<file path="src/rtl/sci_pkg.sv">
// sci_pkg: shared definitions for the SCI UART with FIFOs.
//   Register offsets on the CPU I/O window, STAT/CTRL bit positions,
//   bit-timing constants and the TX/RX state encodings.
package sci_pkg;

  // Register offsets within the I/O window
  localparam int REG_DATA = 0;
  localparam int REG_STAT = 1;
  localparam int REG_CTRL = 2;

  // STAT bit positions
  localparam int STAT_RX_AVAIL  = 0;
  localparam int STAT_TX_NFULL  = 1;
  localparam int STAT_TX_IDLE   = 2;
  localparam int STAT_OVERRUN   = 3;
  localparam int STAT_FRAME_ERR = 4;

  // CTRL bit positions
  localparam int CTRL_RXIE  = 0;
  localparam int CTRL_LOOP  = 1;
  localparam int CTRL_CLEAR = 2;

  // Bit timing in baud ticks: a bit is 16 ticks, the start-bit check sits at tick 8
  localparam logic [3:0] LAST_TICK = 4'd15;
  localparam logic [3:0] MID_TICK  = 4'd7;

  typedef enum logic [1:0] {
    TX_IDLE,
    TX_START,
    TX_DATA,
    TX_STOP
  } tx_state_t;

  typedef enum logic [1:0] {
    RX_IDLE,
    RX_START,
    RX_DATA,
    RX_STOP
  } rx_state_t;

endpackage

</file>
<file path="src/rtl/sci_uart_fifo_if.sv">
// sci_uart_fifo_if: CPU-side I/O window of the SCI.
//   sel   I/O window select        addr  register offset
//   rd    CPU read level           wr    CPU write level
//   din   write data from CPU      dout  read data to CPU
//   irq   receive interrupt request
// The CPU (or bench) uses the master modport, the SCI the slave modport.
interface sci_uart_fifo_if #(
  parameter int DATA_W = 8,
  parameter int ADDR_W = 3
);

  logic              sel;
  logic [ADDR_W-1:0] addr;
  logic              rd;
  logic              wr;
  logic [DATA_W-1:0] din;
  logic [DATA_W-1:0] dout;
  logic              irq;

  modport master (
    output sel, addr, rd, wr, din,
    input  dout, irq
  );

  modport slave (
    input  sel, addr, rd, wr, din,
    output dout, irq
  );

endinterface

</file>
<file path="src/rtl/sci_sync_fifo.sv">
// sci_sync_fifo: single-clock FIFO used for both the TX and RX queues.
//   clk50  clock               reset  synchronous active-high, empties the FIFO
//   push   write request       wdata  data to write
//   pop    read request        rdata  current head (valid when not empty)
//   empty  no entries          full   DEPTH entries held
// Pointers carry one extra wrap bit so full and empty can be told apart.
// A push while full is accepted only if a pop happens in the same cycle;
// a pop while empty does nothing.
module sci_sync_fifo #(
  parameter int DATA_W = 8,
  parameter int DEPTH  = 8
) (
  input  logic              clk50,
  input  logic              reset,
  input  logic              push,
  input  logic              pop,
  input  logic [DATA_W-1:0] wdata,
  output logic [DATA_W-1:0] rdata,
  output logic              empty,
  output logic              full
);

  localparam int IDX_W = $clog2(DEPTH);
  localparam int PTR_W = IDX_W + 1;

  logic [DATA_W-1:0] mem [DEPTH];
  logic [PTR_W-1:0]  wr_ptr;
  logic [PTR_W-1:0]  rd_ptr;
  logic              do_push;
  logic              do_pop;

  assign empty   = (wr_ptr == rd_ptr);
  assign full    = (wr_ptr[PTR_W-1] != rd_ptr[PTR_W-1]) &&
                   (wr_ptr[IDX_W-1:0] == rd_ptr[IDX_W-1:0]);
  assign do_pop  = pop & ~empty;
  assign do_push = push & (~full | do_pop);
  assign rdata   = mem[rd_ptr[IDX_W-1:0]];

  // Storage is not reset; only the pointers define what is valid
  always_ff @(posedge clk50) begin
    if (do_push) begin
      mem[wr_ptr[IDX_W-1:0]] <= wdata;
    end
  end

  // Pointers wrap naturally modulo 2*DEPTH
  always_ff @(posedge clk50) begin
    if (reset) begin
      wr_ptr <= '0;
      rd_ptr <= '0;
    end else begin
      if (do_push) begin
        wr_ptr <= wr_ptr + PTR_W'(1);
      end
      if (do_pop) begin
        rd_ptr <= rd_ptr + PTR_W'(1);
      end
    end
  end

endmodule

</file>
<file path="src/rtl/sci_uart_fifo.sv">
// sci_uart_fifo: memory-mapped asynchronous serial port with RX/TX FIFOs.
//   clk50  system clock            reset  synchronous active-high
//   bus    CPU I/O window (slave): sel, addr, rd, wr, din, dout, irq
//   rxd    serial input (asynchronous)
//   txd    serial output, idles high
// Registers: 0 DATA (read RX head / write TX push), 1 STAT, 2 CTRL,
// all other offsets read 0 and ignore writes.
module sci_uart_fifo
  import sci_pkg::*;
#(
  parameter int DATA_W   = 8,
  parameter int DEPTH    = 8,
  parameter int BAUD_DIV = 326,
  parameter int ADDR_W   = 3
) (
  input  logic           clk50,
  input  logic           reset,
  sci_uart_fifo_if.slave bus,
  input  logic           rxd,
  output logic           txd
);

  localparam int CNT_W = (BAUD_DIV > 1) ? $clog2(BAUD_DIV) : 1;
  localparam int BIT_W = $clog2(DATA_W);
  localparam logic [CNT_W-1:0] CNT_MAX  = CNT_W'(BAUD_DIV - 1);
  localparam logic [BIT_W-1:0] LAST_BIT = BIT_W'(DATA_W - 1);

  // CPU strobe decode
  logic hit_data;
  logic hit_stat;
  logic hit_ctrl;
  logic rd_lvl;
  logic rd_q;
  logic wr_lvl;
  logic wr_q;
  logic wr_rise;
  logic tx_push;
  logic rx_pop;
  logic ctrl_wr;

  // Control and sticky flags
  logic rxie;
  logic loop_en;
  logic overrun;
  logic frame_err;

  // FIFO connections
  logic [DATA_W-1:0] tx_head;
  logic              tx_empty;
  logic              tx_full;
  logic              tx_pop;
  logic [DATA_W-1:0] rx_head;
  logic              rx_empty;
  logic              rx_full;
  logic              rx_push;
  logic              rx_ferr;

  // Transmitter
  tx_state_t         tx_state;
  logic [CNT_W-1:0]  tx_cnt;
  logic [3:0]        tx_ticks;
  logic [BIT_W-1:0]  tx_bit;
  logic [DATA_W-1:0] tx_shift;
  logic              tx_tick;
  logic              tx_bit_end;

  // Receiver
  rx_state_t         rx_state;
  logic [CNT_W-1:0]  rx_cnt;
  logic [3:0]        rx_ticks;
  logic [BIT_W-1:0]  rx_bit;
  logic [DATA_W-1:0] rx_shift;
  logic              rx_in;
  logic              rx_s1;
  logic              rx_s2;
  logic              rx_s3;
  logic              rx_fall;
  logic              rx_tick;
  logic              rx_bit_end;

  // Read mux
  logic [DATA_W-1:0] stat_word;
  logic [DATA_W-1:0] rd_data;

  assign hit_data = (bus.addr == ADDR_W'(REG_DATA));
  assign hit_stat = (bus.addr == ADDR_W'(REG_STAT));
  assign hit_ctrl = (bus.addr == ADDR_W'(REG_CTRL));

  // The DATA pop is held back until the read level drops, so the CPU sees
  // a stable head for the whole read; writes act on the rising edge.
  assign rd_lvl  = bus.sel & bus.rd & hit_data;
  assign wr_lvl  = bus.sel & bus.wr;
  assign wr_rise = wr_lvl & ~wr_q;
  assign tx_push = wr_rise & hit_data;
  assign ctrl_wr = wr_rise & hit_ctrl;
  assign rx_pop  = rd_q & ~rd_lvl;

  // Previous-cycle copies of the CPU strobes for edge detection
  always_ff @(posedge clk50) begin
    if (reset) begin
      rd_q <= 1'b0;
      wr_q <= 1'b0;
    end else begin
      rd_q <= rd_lvl;
      wr_q <= wr_lvl;
    end
  end

  sci_sync_fifo #(
    .DATA_W (DATA_W),
    .DEPTH  (DEPTH)
  ) u_tx_fifo (
    .clk50 (clk50),
    .reset (reset),
    .push  (tx_push),
    .pop   (tx_pop),
    .wdata (bus.din),
    .rdata (tx_head),
    .empty (tx_empty),
    .full  (tx_full)
  );

  sci_sync_fifo #(
    .DATA_W (DATA_W),
    .DEPTH  (DEPTH)
  ) u_rx_fifo (
    .clk50 (clk50),
    .reset (reset),
    .push  (rx_push),
    .pop   (rx_pop),
    .wdata (rx_shift),
    .rdata (rx_head),
    .empty (rx_empty),
    .full  (rx_full)
  );

  // CTRL register and sticky error flags; a flag set in the same cycle as
  // a clear request wins because its assignment comes last.
  always_ff @(posedge clk50) begin
    if (reset) begin
      rxie      <= 1'b0;
      loop_en   <= 1'b0;
      overrun   <= 1'b0;
      frame_err <= 1'b0;
    end else begin
      if (ctrl_wr) begin
        rxie    <= bus.din[CTRL_RXIE];
        loop_en <= bus.din[CTRL_LOOP];
        if (bus.din[CTRL_CLEAR]) begin
          overrun   <= 1'b0;
          frame_err <= 1'b0;
        end
      end
      if (rx_ferr) begin
        frame_err <= 1'b1;
      end
      if (rx_push && rx_full && !rx_pop) begin
        overrun <= 1'b1;
      end
    end
  end

  // Transmitter. The baud counter is held at zero while idle and free-runs
  // for the whole frame, so every bit spans exactly 16*BAUD_DIV cycles.
  assign tx_tick    = (tx_cnt == CNT_MAX);
  assign tx_bit_end = tx_tick && (tx_ticks == LAST_TICK);
  assign tx_pop     = (tx_state == TX_IDLE) && !tx_empty;

  always_ff @(posedge clk50) begin
    if (reset) begin
      tx_state <= TX_IDLE;
      txd      <= 1'b1;
      tx_cnt   <= '0;
      tx_ticks <= '0;
      tx_bit   <= '0;
      tx_shift <= '0;
    end else if (tx_state == TX_IDLE) begin
      tx_cnt   <= '0;
      tx_ticks <= '0;
      tx_bit   <= '0;
      txd      <= 1'b1;
      if (!tx_empty) begin
        tx_shift <= tx_head;
        txd      <= 1'b0;
        tx_state <= TX_START;
      end
    end else begin
      tx_cnt <= tx_tick ? '0 : tx_cnt + CNT_W'(1);
      if (tx_tick) begin
        tx_ticks <= tx_ticks + 4'd1;
      end
      if (tx_bit_end) begin
        case (tx_state)
          TX_START: begin
            txd      <= tx_shift[0];
            tx_state <= TX_DATA;
          end
          TX_DATA: begin
            if (tx_bit == LAST_BIT) begin
              txd      <= 1'b1;
              tx_state <= TX_STOP;
            end else begin
              tx_shift <= tx_shift >> 1;
              txd      <= tx_shift[1];
              tx_bit   <= tx_bit + BIT_W'(1);
            end
          end
          default: begin
            tx_state <= TX_IDLE;
          end
        endcase
      end
    end
  end

  // Receive line selection and 2-flop synchroniser; rx_s3 is only the
  // previous synchronised value used to spot the start edge.
  assign rx_in   = loop_en ? txd : rxd;
  assign rx_fall = rx_s3 & ~rx_s2;

  always_ff @(posedge clk50) begin
    if (reset) begin
      rx_s1 <= 1'b1;
      rx_s2 <= 1'b1;
      rx_s3 <= 1'b1;
    end else begin
      rx_s1 <= rx_in;
      rx_s2 <= rx_s1;
      rx_s3 <= rx_s2;
    end
  end

  // Receiver. The baud counter restarts on the start edge so samples land
  // mid-bit: the start bit is checked after 8 ticks, every later bit 16
  // ticks apart. A completed character is pushed (or flagged) at mid-stop.
  assign rx_tick    = (rx_cnt == CNT_MAX);
  assign rx_bit_end = rx_tick && (rx_ticks == LAST_TICK);
  assign rx_push    = (rx_state == RX_STOP) && rx_bit_end && rx_s2;
  assign rx_ferr    = (rx_state == RX_STOP) && rx_bit_end && !rx_s2;

  always_ff @(posedge clk50) begin
    if (reset) begin
      rx_state <= RX_IDLE;
      rx_cnt   <= '0;
      rx_ticks <= '0;
      rx_bit   <= '0;
      rx_shift <= '0;
    end else if (rx_state == RX_IDLE) begin
      rx_cnt   <= '0;
      rx_ticks <= '0;
      rx_bit   <= '0;
      if (rx_fall) begin
        rx_state <= RX_START;
      end
    end else begin
      rx_cnt <= rx_tick ? '0 : rx_cnt + CNT_W'(1);
      if (rx_tick) begin
        rx_ticks <= rx_ticks + 4'd1;
      end
      case (rx_state)
        RX_START: begin
          if (rx_tick && (rx_ticks == MID_TICK)) begin
            rx_ticks <= '0;
            rx_state <= rx_s2 ? RX_IDLE : RX_DATA;
          end
        end
        RX_DATA: begin
          if (rx_bit_end) begin
            rx_shift <= {rx_s2, rx_shift[DATA_W-1:1]};
            if (rx_bit == LAST_BIT) begin
              rx_state <= RX_STOP;
            end else begin
              rx_bit <= rx_bit + BIT_W'(1);
            end
          end
        end
        default: begin
          if (rx_bit_end) begin
            rx_state <= RX_IDLE;
          end
        end
      endcase
    end
  end

  // Status word and combinational read mux
  always_comb begin
    stat_word                 = '0;
    stat_word[STAT_RX_AVAIL]  = ~rx_empty;
    stat_word[STAT_TX_NFULL]  = ~tx_full;
    stat_word[STAT_TX_IDLE]   = tx_empty && (tx_state == TX_IDLE);
    stat_word[STAT_OVERRUN]   = overrun;
    stat_word[STAT_FRAME_ERR] = frame_err;
  end

  always_comb begin
    rd_data = '0;
    if (bus.sel && bus.rd) begin
      if (hit_data) begin
        rd_data = rx_empty ? '0 : rx_head;
      end else if (hit_stat) begin
        rd_data = stat_word;
      end else if (hit_ctrl) begin
        rd_data[CTRL_RXIE] = rxie;
        rd_data[CTRL_LOOP] = loop_en;
      end
    end
  end

  assign bus.dout = rd_data;
  assign bus.irq  = ~rx_empty & rxie;

endmodule

</file>
<file path="src/flat_wrapper.sv">
// flat-port wrapper written by rule: the top's interface ports become plain ports
module sci_uart_fifo_flat import sci_pkg::*;
#(
  parameter int DATA_W   = 8,
  parameter int DEPTH    = 8,
  parameter int BAUD_DIV = 326,
  parameter int ADDR_W   = 3
)
  (clk50, reset, rxd, txd, bus_sel, bus_addr, bus_rd, bus_wr, bus_din, bus_dout, bus_irq);
  sci_uart_fifo_if #(.DATA_W(DATA_W), .ADDR_W(ADDR_W)) bus_i ();
  input  logic clk50;
  input  logic reset;
  input  logic rxd;
  output logic txd;
  input wire logic [$bits(bus_i.sel)-1:0] bus_sel;
  input wire logic [$bits(bus_i.addr)-1:0] bus_addr;
  input wire logic [$bits(bus_i.rd)-1:0] bus_rd;
  input wire logic [$bits(bus_i.wr)-1:0] bus_wr;
  input wire logic [$bits(bus_i.din)-1:0] bus_din;
  output wire logic [$bits(bus_i.dout)-1:0] bus_dout;
  output wire logic [$bits(bus_i.irq)-1:0] bus_irq;
  assign bus_i.sel = bus_sel;
  assign bus_i.addr = bus_addr;
  assign bus_i.rd = bus_rd;
  assign bus_i.wr = bus_wr;
  assign bus_i.din = bus_din;
  assign bus_dout = bus_i.dout;
  assign bus_irq = bus_i.irq;
  sci_uart_fifo #(.DATA_W(DATA_W), .DEPTH(DEPTH), .BAUD_DIV(BAUD_DIV), .ADDR_W(ADDR_W)) u_core (.clk50(clk50), .reset(reset), .bus(bus_i), .rxd(rxd), .txd(txd));
endmodule
</file>
<file path="config.mk">
export PLATFORM = sky130hd
export DESIGN_NAME = sci_uart_fifo_flat
export DESIGN_NICKNAME = d
export VERILOG_FILES = /design/src/rtl/sci_pkg.sv /design/src/rtl/sci_uart_fifo_if.sv /design/src/rtl/sci_sync_fifo.sv /design/src/rtl/sci_uart_fifo.sv /design/src/flat_wrapper.sv
export SDC_FILE = /design/constraint.sdc
export NUM_CORES = 1
export LEC_CHECK = 0
export ABC_CLOCK_PERIOD_IN_PS = 2580
export CORE_MARGIN = 3
export CORE_UTILIZATION = 57
export DETAILED_ROUTE_END_ITERATION = 12
export DONT_BUFFER_PORTS = 1
export PLACE_DENSITY = 0.86
export RECOVER_POWER = 25
export SLEW_MARGIN = 25
export SYNTH_ARGS = -nofsm -noshare
export SYNTH_HDL_FRONTEND = slang
export SYNTH_SLANG_ARGS = --single-unit
</file>
<file path="constraint.sdc">
create_clock -name clk50 -period 2.58 [get_ports clk50]
set_input_delay 0.645 -clock clk50 [delete_from_list [all_inputs] [get_ports clk50]]
set_output_delay 0.645 -clock clk50 [all_outputs]
set_load 0.005 [all_outputs]
</file>
# Word level (Yosys, flattened, before mapping)
# Memory sizes are Yosys's and may differ from the RTL's. A register that Yosys moved wholly into a read port is not among the register bits.
# Index checks and enable logic that the tools add are counted.
dict set report totals {
  ff_bits 78
  ramBits 128
  in_bits 17
  out_inout_bits 10
  elab_cells 173
  n_memories 2
}
# name depth width rd rd_ports_with_merged_regs write_ports line_no
set mem_list {}
lappend mem_list {u_core.u_rx_fifo.mem 8 8 1 1 1 sci_sync_fifo.sv:26} ;# logic [DATA_W-1:0] mem [DEPTH];
lappend mem_list {u_core.u_tx_fifo.mem 8 8 1 1 1 sci_sync_fifo.sv:26}
dict set report op_classes {
  n_addsub 10
  n_eq_ne 27
  n_mux 45
  bitwise 25
  n_reduce_logical 40
}
# operator n
set ops {}
lappend ops {{2-to-1 mux 8 bit} 8}
lappend ops {{2-to-1 mux 2 bit} 13}
lappend ops {{adder 4 x 1 -> 4 bit (second input constant)} 6}
lappend ops {{adder 9 x 1 -> 9 bit (second input constant)} 2}
lappend ops {{equality test 9 bit (second input constant)} 2}
lappend ops {{2-to-1 mux 3 bit} 5}
lappend ops {{bitwise AND 1 bit} 13}
lappend ops {{logical AND 1 bit} 13}
lappend ops {{2-to-1 mux 1 bit} 13}
lappend ops {{2-to-1 mux 4 bit} 3}
lappend ops {{inequality test 3 x 1 -> 1 bit (second input constant)} 4}
lappend ops {{AND reduction 3 bit} 4}
lappend ops {{nonzero test 2 bit} 6}
lappend ops {{NOT 1 bit} 10}
lappend ops {{equality test 4 bit} 2}
lappend ops {{equality test 4 bit (second input constant)} 2}
lappend ops {{one-hot mux 2 bit (2 select lines)} 2}
lappend ops {{adder 3 x 1 -> 3 bit (second input constant)} 2}
lappend ops {{equality test 2 bit (second input constant)} 3}
lappend ops {{equality test 3 bit} 2}
lappend ops {{equality test 3 bit (second input constant)} 2}
lappend ops {{AND reduction 2 bit} 3}
lappend ops {{nonzero test 3 bit} 2}
lappend ops {{OR reduction 3 bit} 2}
lappend ops {{15 further kinds} 23}

# Depth between registers and ports, before layout
dict set report depth {
  ltp_word 9
  mapped_depth 8
  depth_no_buf 7
}

# Cells and area by module
# From an unflattened synthesis, not the netlist that was laid out.
dict set report unflattened {
  hier_cells 665
  area_unflattened_um2 9093.7
}
# module n_inst cells_per_inst area_each_um2 seq_area_each_um2
set by_module_without_submodules {}
lappend by_module_without_submodules {sci_sync_fifo 2 164 3016.6 2142.1}
lappend by_module_without_submodules {sci_uart_fifo 1 337 3060.4 1241.2}

# Least setup slack after synthesis
# Ideal clock, no wire load.
dict set report synth_path {
  path_type {in2reg}
  start {input bus_addr[0]}
  end {memory u_core.u_tx_fifo.mem[0][0], enable pin}
  setup_ns 0.383
  arrival_ns 2.221
  t_required_ns 2.197
  setup_slack_ns -0.024
  path_stages 5
  cell_sequence {nor4bb_1 > and2_1 > o21ai_1 > or2_1 > nor3_1}
}
dict set report synth_between {
  elab_chain_len 5
}
# element line_no
set synth_lines {}
lappend synth_lines {{start: declaration} flat_wrapper.sv:16} ;# input wire logic [$bits(bus_i.addr)-1:0] bus_addr;
lappend synth_lines {{zero test 3 bit} sci_uart_fifo.sv:85} ;# assign hit_data = (bus.addr == ADDR_W'(REG_DATA));
lappend synth_lines {{bitwise AND 1 bit} sci_uart_fifo.sv:94} ;# assign tx_push = wr_rise & hit_data;
lappend synth_lines {{bitwise AND 1 bit} sci_sync_fifo.sv:36} ;# assign do_push = push & (~full | do_pop);
lappend synth_lines {{2-to-1 mux 1 bit} sci_sync_fifo.sv:41} ;# if (do_push) begin
lappend synth_lines {{2-to-1 mux 1 bit (not written as such)} sci_sync_fifo.sv:42} ;# mem[wr_ptr[IDX_W-1:0]] <= wdata;
lappend synth_lines {{end: declaration} sci_sync_fifo.sv:26}
# Every way passes these cells.

# Worst setup path after layout
dict set report layout_path {
  start {register u_core.u_tx_fifo.rd_ptr[1]}
  end {output bus_dout[1]}
}
dict set report layout_between {
  elab_chain_len 6
}
# element line_no
set layout_lines {}
lappend layout_lines {{start: declaration} sci_sync_fifo.sv:28} ;# logic [PTR_W-1:0] rd_ptr;
lappend layout_lines {{start signal: assignment} sci_sync_fifo.sv:56} ;# rd_ptr <= rd_ptr + PTR_W'(1);
lappend layout_lines {{equality test 3 bit} sci_sync_fifo.sv:34} ;# (wr_ptr[IDX_W-1:0] == rd_ptr[IDX_W-1:0]);
lappend layout_lines {{logical AND 1 bit} sci_sync_fifo.sv:33} ;# assign full = (wr_ptr[PTR_W-1] != rd_ptr[PTR_W-1]) &&
lappend layout_lines {{NOT 1 bit} sci_uart_fifo.sv:290} ;# stat_word[STAT_TX_NFULL] = ~tx_full;
lappend layout_lines {{2-to-1 mux 2 bit} sci_uart_fifo.sv:301} ;# end else if (hit_stat) begin
lappend layout_lines {{2-to-1 mux 8 bit} sci_uart_fifo.sv:299} ;# if (hit_data) begin
lappend layout_lines {{2-to-1 mux 8 bit} sci_uart_fifo.sv:298} ;# if (bus.sel && bus.rd) begin
lappend layout_lines {{end: declaration} flat_wrapper.sv:20} ;# output wire logic [$bits(bus_i.dout)-1:0] bus_dout;
# Every way passes these cells.

==> key figures <==
Die
  • Core Area: ~15000 um2
  • Die ar.: ~17000 um2
  • I/O Pins: 27
  • Chip height: 130 um
  • Starting Density: 59.2%
  • Rows: 44
  • Die outline width: between 100 and 150 um

Layout
  • Filler instances: 914
  • Antenna diode count: 0
  • Final Util: between 60 and 70%
  • Multi-input logic area: about 3200 um2
  • Final Instance Count excl. Fillers: roughly 870
  • Commonest non-fill, non-tap cell in the layout: edfxtp_1
  • Most frequent cells in the layout: edfxtp_1 (128), dfxtp_1 (74), nor2_1 (72), buf_4 (39), nand2_1 (35)
  • Area growth syn-to-layout: 13.5%
  • Share of cells above drive strength 1: 19.9%
  • Register area: ~5500 um2
  • Nets: between 700 and 800

Hold path
  • Hold path endpoint: u_core.u_rx_fifo.rd_ptr[0]
  • Hold path cells: 1
  • Worst hold path type: primary input to register
  • Hold path startpoint: reset

Power and ir drop
  • Final Power: between 6 and 7 mW
  • Cell internal pwr: between 5 and 6 mW
  • Max VDD drop: 0.000557 V
  • PwrDens: approximately 700 nW/um2
  • Seq pwr share: between 50% and 60%
  • Net Sw Frac: 23.0%
  • Sw Pwr: between 1.5 and 2 mW
  • Clock power share: 38.7%
  • Pleak: 3.42 nW
  • Combinational power share: around 7.5%

Placement
  • Dpl hpwl: about 12000 um
  • Inst Count DP: a little over 800
  • Placer's final routability congestion estimate: 0.841
  • IO Port Bufs: 0

Global route
  • Initial antenna violation count: 0
  • Largest net degree at the start of global routing: 50
  • First-pass GRT wire length: 29700 um
  • Total global routing track utilization: 22.7%
  • Number of global-route vias before repair: 5543
  • Global route overflow: 0

Route
  • Drt first pass iters: 6
  • Residual DRC count: 0
  • WL per Instance: roughly 21 um
  • Met1 WL: 7360 um
  • Via count: 5419
  • Top Metal Used: met4
  • Starting DRC count in detailed routing: about 570
  • Wirelength, routed: 18400 um
  • WL met2: roughly 9200 um
  • Drt via density: 6.22
  • WL met3: between 1000 and 1500 um
  • Detail Route Antenna Nets: 0

Worst setup path
  • Reg2reg end: u_core.u_rx_fifo.mem[7][3]
  • CP startpoint kind: register
  • Crit path DAT: 2.02 ns
  • Crit path capture type: output port
  • Worst path required time: 1.93 ns
  • RR Startpoint: u_core.rx_cnt[1]
  • Reg2reg path depth: 6
  • Crit Path Max Fanout: 4
  • Flop2flop setup slack: approximately 0.22 ns
  • CP Class: register to output port

Clock network
  • Clock Tree Buf Depth: 3
  • Cts hold-fix bufs: 0
  • TritonCTS buffer count: 21
  • Max H-tree Level: 1
  • CTS tree: yes
  • CTS root buf: clkbuf_16
  • Clk_lat worst skew: roughly 0.5 ns
  • Clock Sinks: between 200 and 250
  • Worst-path clk slew: about 0.060 ns

Logic synthesis
  • Compound-Gate Fraction of Synth Area: under 10%
  • Adder-Cell Fraction of Synth Area: 3.28%
  • Leading area contributor after synthesis: edfxtp_1
  • Ys flop type: edfxtp_1
  • Syn Nets: roughly 680
  • Synth unique cells: 57
  • Flops & latches, synth: approximately 210
  • Yosys top cell area share: 43.8%
  • Avg Cell Area, Syn: roughly 14 um2
  • Async set-reset flop share out of synthesis: 0%
  • Number of synthesized flops with an enable pin: 128
  • Yosys Warn Count: 0
  • XOR/XNOR share of the synthesized area: between 3 and 4%
  • Mux contribution to synthesized area: a little under an eighth
  • Register area share after synthesis: between 60% and 70%
  • Ranking of synthesized cells by area: edfxtp_1 (44%), dfxtp_1 (19%), mux4_2 (8.2%)
  • Cell Area, Synth: between 8000 and 9000 um2
  • Largest family of logic cells by synthesized area: simple AND/OR/NAND/NOR gates
  • Simple-gate area share of the yosys netlist: 11.7%
  • Cells after synthesis: between 600 and 700

Timing
  • Minimum clock period: 2.66 ns
  • Endpoints failing hold: 0
  • Max_slew headroom: about 37%
  • Final setup viols: 1
  • Tightest Pin Transition: approximately 0.94 ns
  • Max Slew Vio Count: 0
  • Highest Clock Rate: around 380 MHz
  • Worst clock skew: around 0.014 ns
  • Final WS setup: -0.0818 ns
  • Final Cycle Share: 103%
  • Setup_tns: -0.0818 ns
  • Setup repair after global routing missed its margin: yes

Flow run
  • Max-cap viol count: 0

Run status
  • Violated checks: negative setup slack
  • Outcome: complete, but fails checks
power groups by stage:
stage / Clock [mW] / Combinational (mW) / Sequential, mW
final: 2.71 / 0.525 / 3.76
after global placement: 0 / 0.471 / 3.83
after CTS: 2.74 / 0.516 / 3.76
after detailed placement: 0 / 0.505 / 3.83
after global routing: 2.89 / 0.576 / 3.77
after floorplan: 0 / 0.430 / 3.78
kinds of logic after synthesis:
family          after synthesis
fa+ha+maj                    23
buf+inv                      37
xor+xnor                     38
simple gates                202
mux                          60
flops                       212
compound gates               63
registers in the layout, indices dropped and copies added (netlist names), 8 cells and up, named ones only:
signal	cells
u_core.rx_shift	8
u_core.rx_cnt	9
u_core.tx_cnt	9
u_core.u_tx_fifo.mem	64
u_core.tx_shift	8
u_core.u_rx_fifo.mem	64
timing repair:
| action | in CTS | in global routing |
|---|---|---|
| cloned | 0 | 0 |
| setup buffers | 3 | 2 |
| gates resized for setup | 29 | 8 |
| pin swaps | 7 | 4 |
| setup endpoints to repair | 8 | 16 |
Yosys cell counts, drive strengths merged, types with 3 or more instances:
cell type / n
nor4: 3
and2: 6
nand2b: 3
nand2: 35
a211oi: 3
buf: 16
ha: 23
a2111oi: 4
o221a: 6
mux2i: 27
nor2b: 6
or2: 4
nor3b: 6
a21oi: 25
mux4: 32
clkbuf: 10
o21ai: 10
a21o: 4
xnor2: 12
edfxtp: 128
nor2: 73
dfxtp: 84
inv: 11
nor3: 13
nand3: 21
nor4b: 4
xor2: 26
nand4: 9
and3: 7
per-stage QoR:
step / worst slack [ns] / hold WS, ns / area [um2]
after floorplan: 0.00229 / 0.389 / 8780
after CTS: -0.129 / 0.203 / 9910
final: -0.0818 / 0.218 / 9960
after detailed placement: 0.150 / 0.399 / 9170
after global routing: -0.117 / 0.203 / 9960
after global placement: 0.211 / 0.402 / 9170
worst max-delay path by stage:
stage                                      end  depth (start not counted)                        from
CTS                                bus_dout[1]                          4  u_core.u_tx_fifo.rd_ptr[1]
detailed placement  u_core.u_tx_fifo.mem[2][6]                          6                 bus_addr[0]
finish                             bus_dout[1]                          4  u_core.u_tx_fifo.rd_ptr[1]
floorplan           u_core.u_rx_fifo.mem[2][0]                          4                 bus_addr[1]
global placement                   bus_dout[2]                          3                 bus_addr[1]
global route                       bus_dout[1]                          4  u_core.u_tx_fifo.rd_ptr[1]
cell type report:
class	instances	share of cell area, %
Tap cell	184	2.31
Multi-Input combinational cell	386	32.3
Clock buffer	26	5.47
Timing Repair Buffer	41	3.18
Inverter	11	0.415
Clock inverter	11	0.603
Sequential cell	212	55.7
routing by layer:
layer  GRT usage [%]  vias to the layer above
li1                -                     2453
met1            30.4                     2696
met2            37.8                      229
met3            4.18                       41
met4            7.89                        0
met5               0                        -
critical path, stage by stage, from the launching register on:
cell       delay [ns]
dfxtp_2          0.34
xor2_1           0.21
or4_4            0.58
a2111oi_4        0.32
a2111oi_2        0.07
Power figures use the tool's default switching activity.
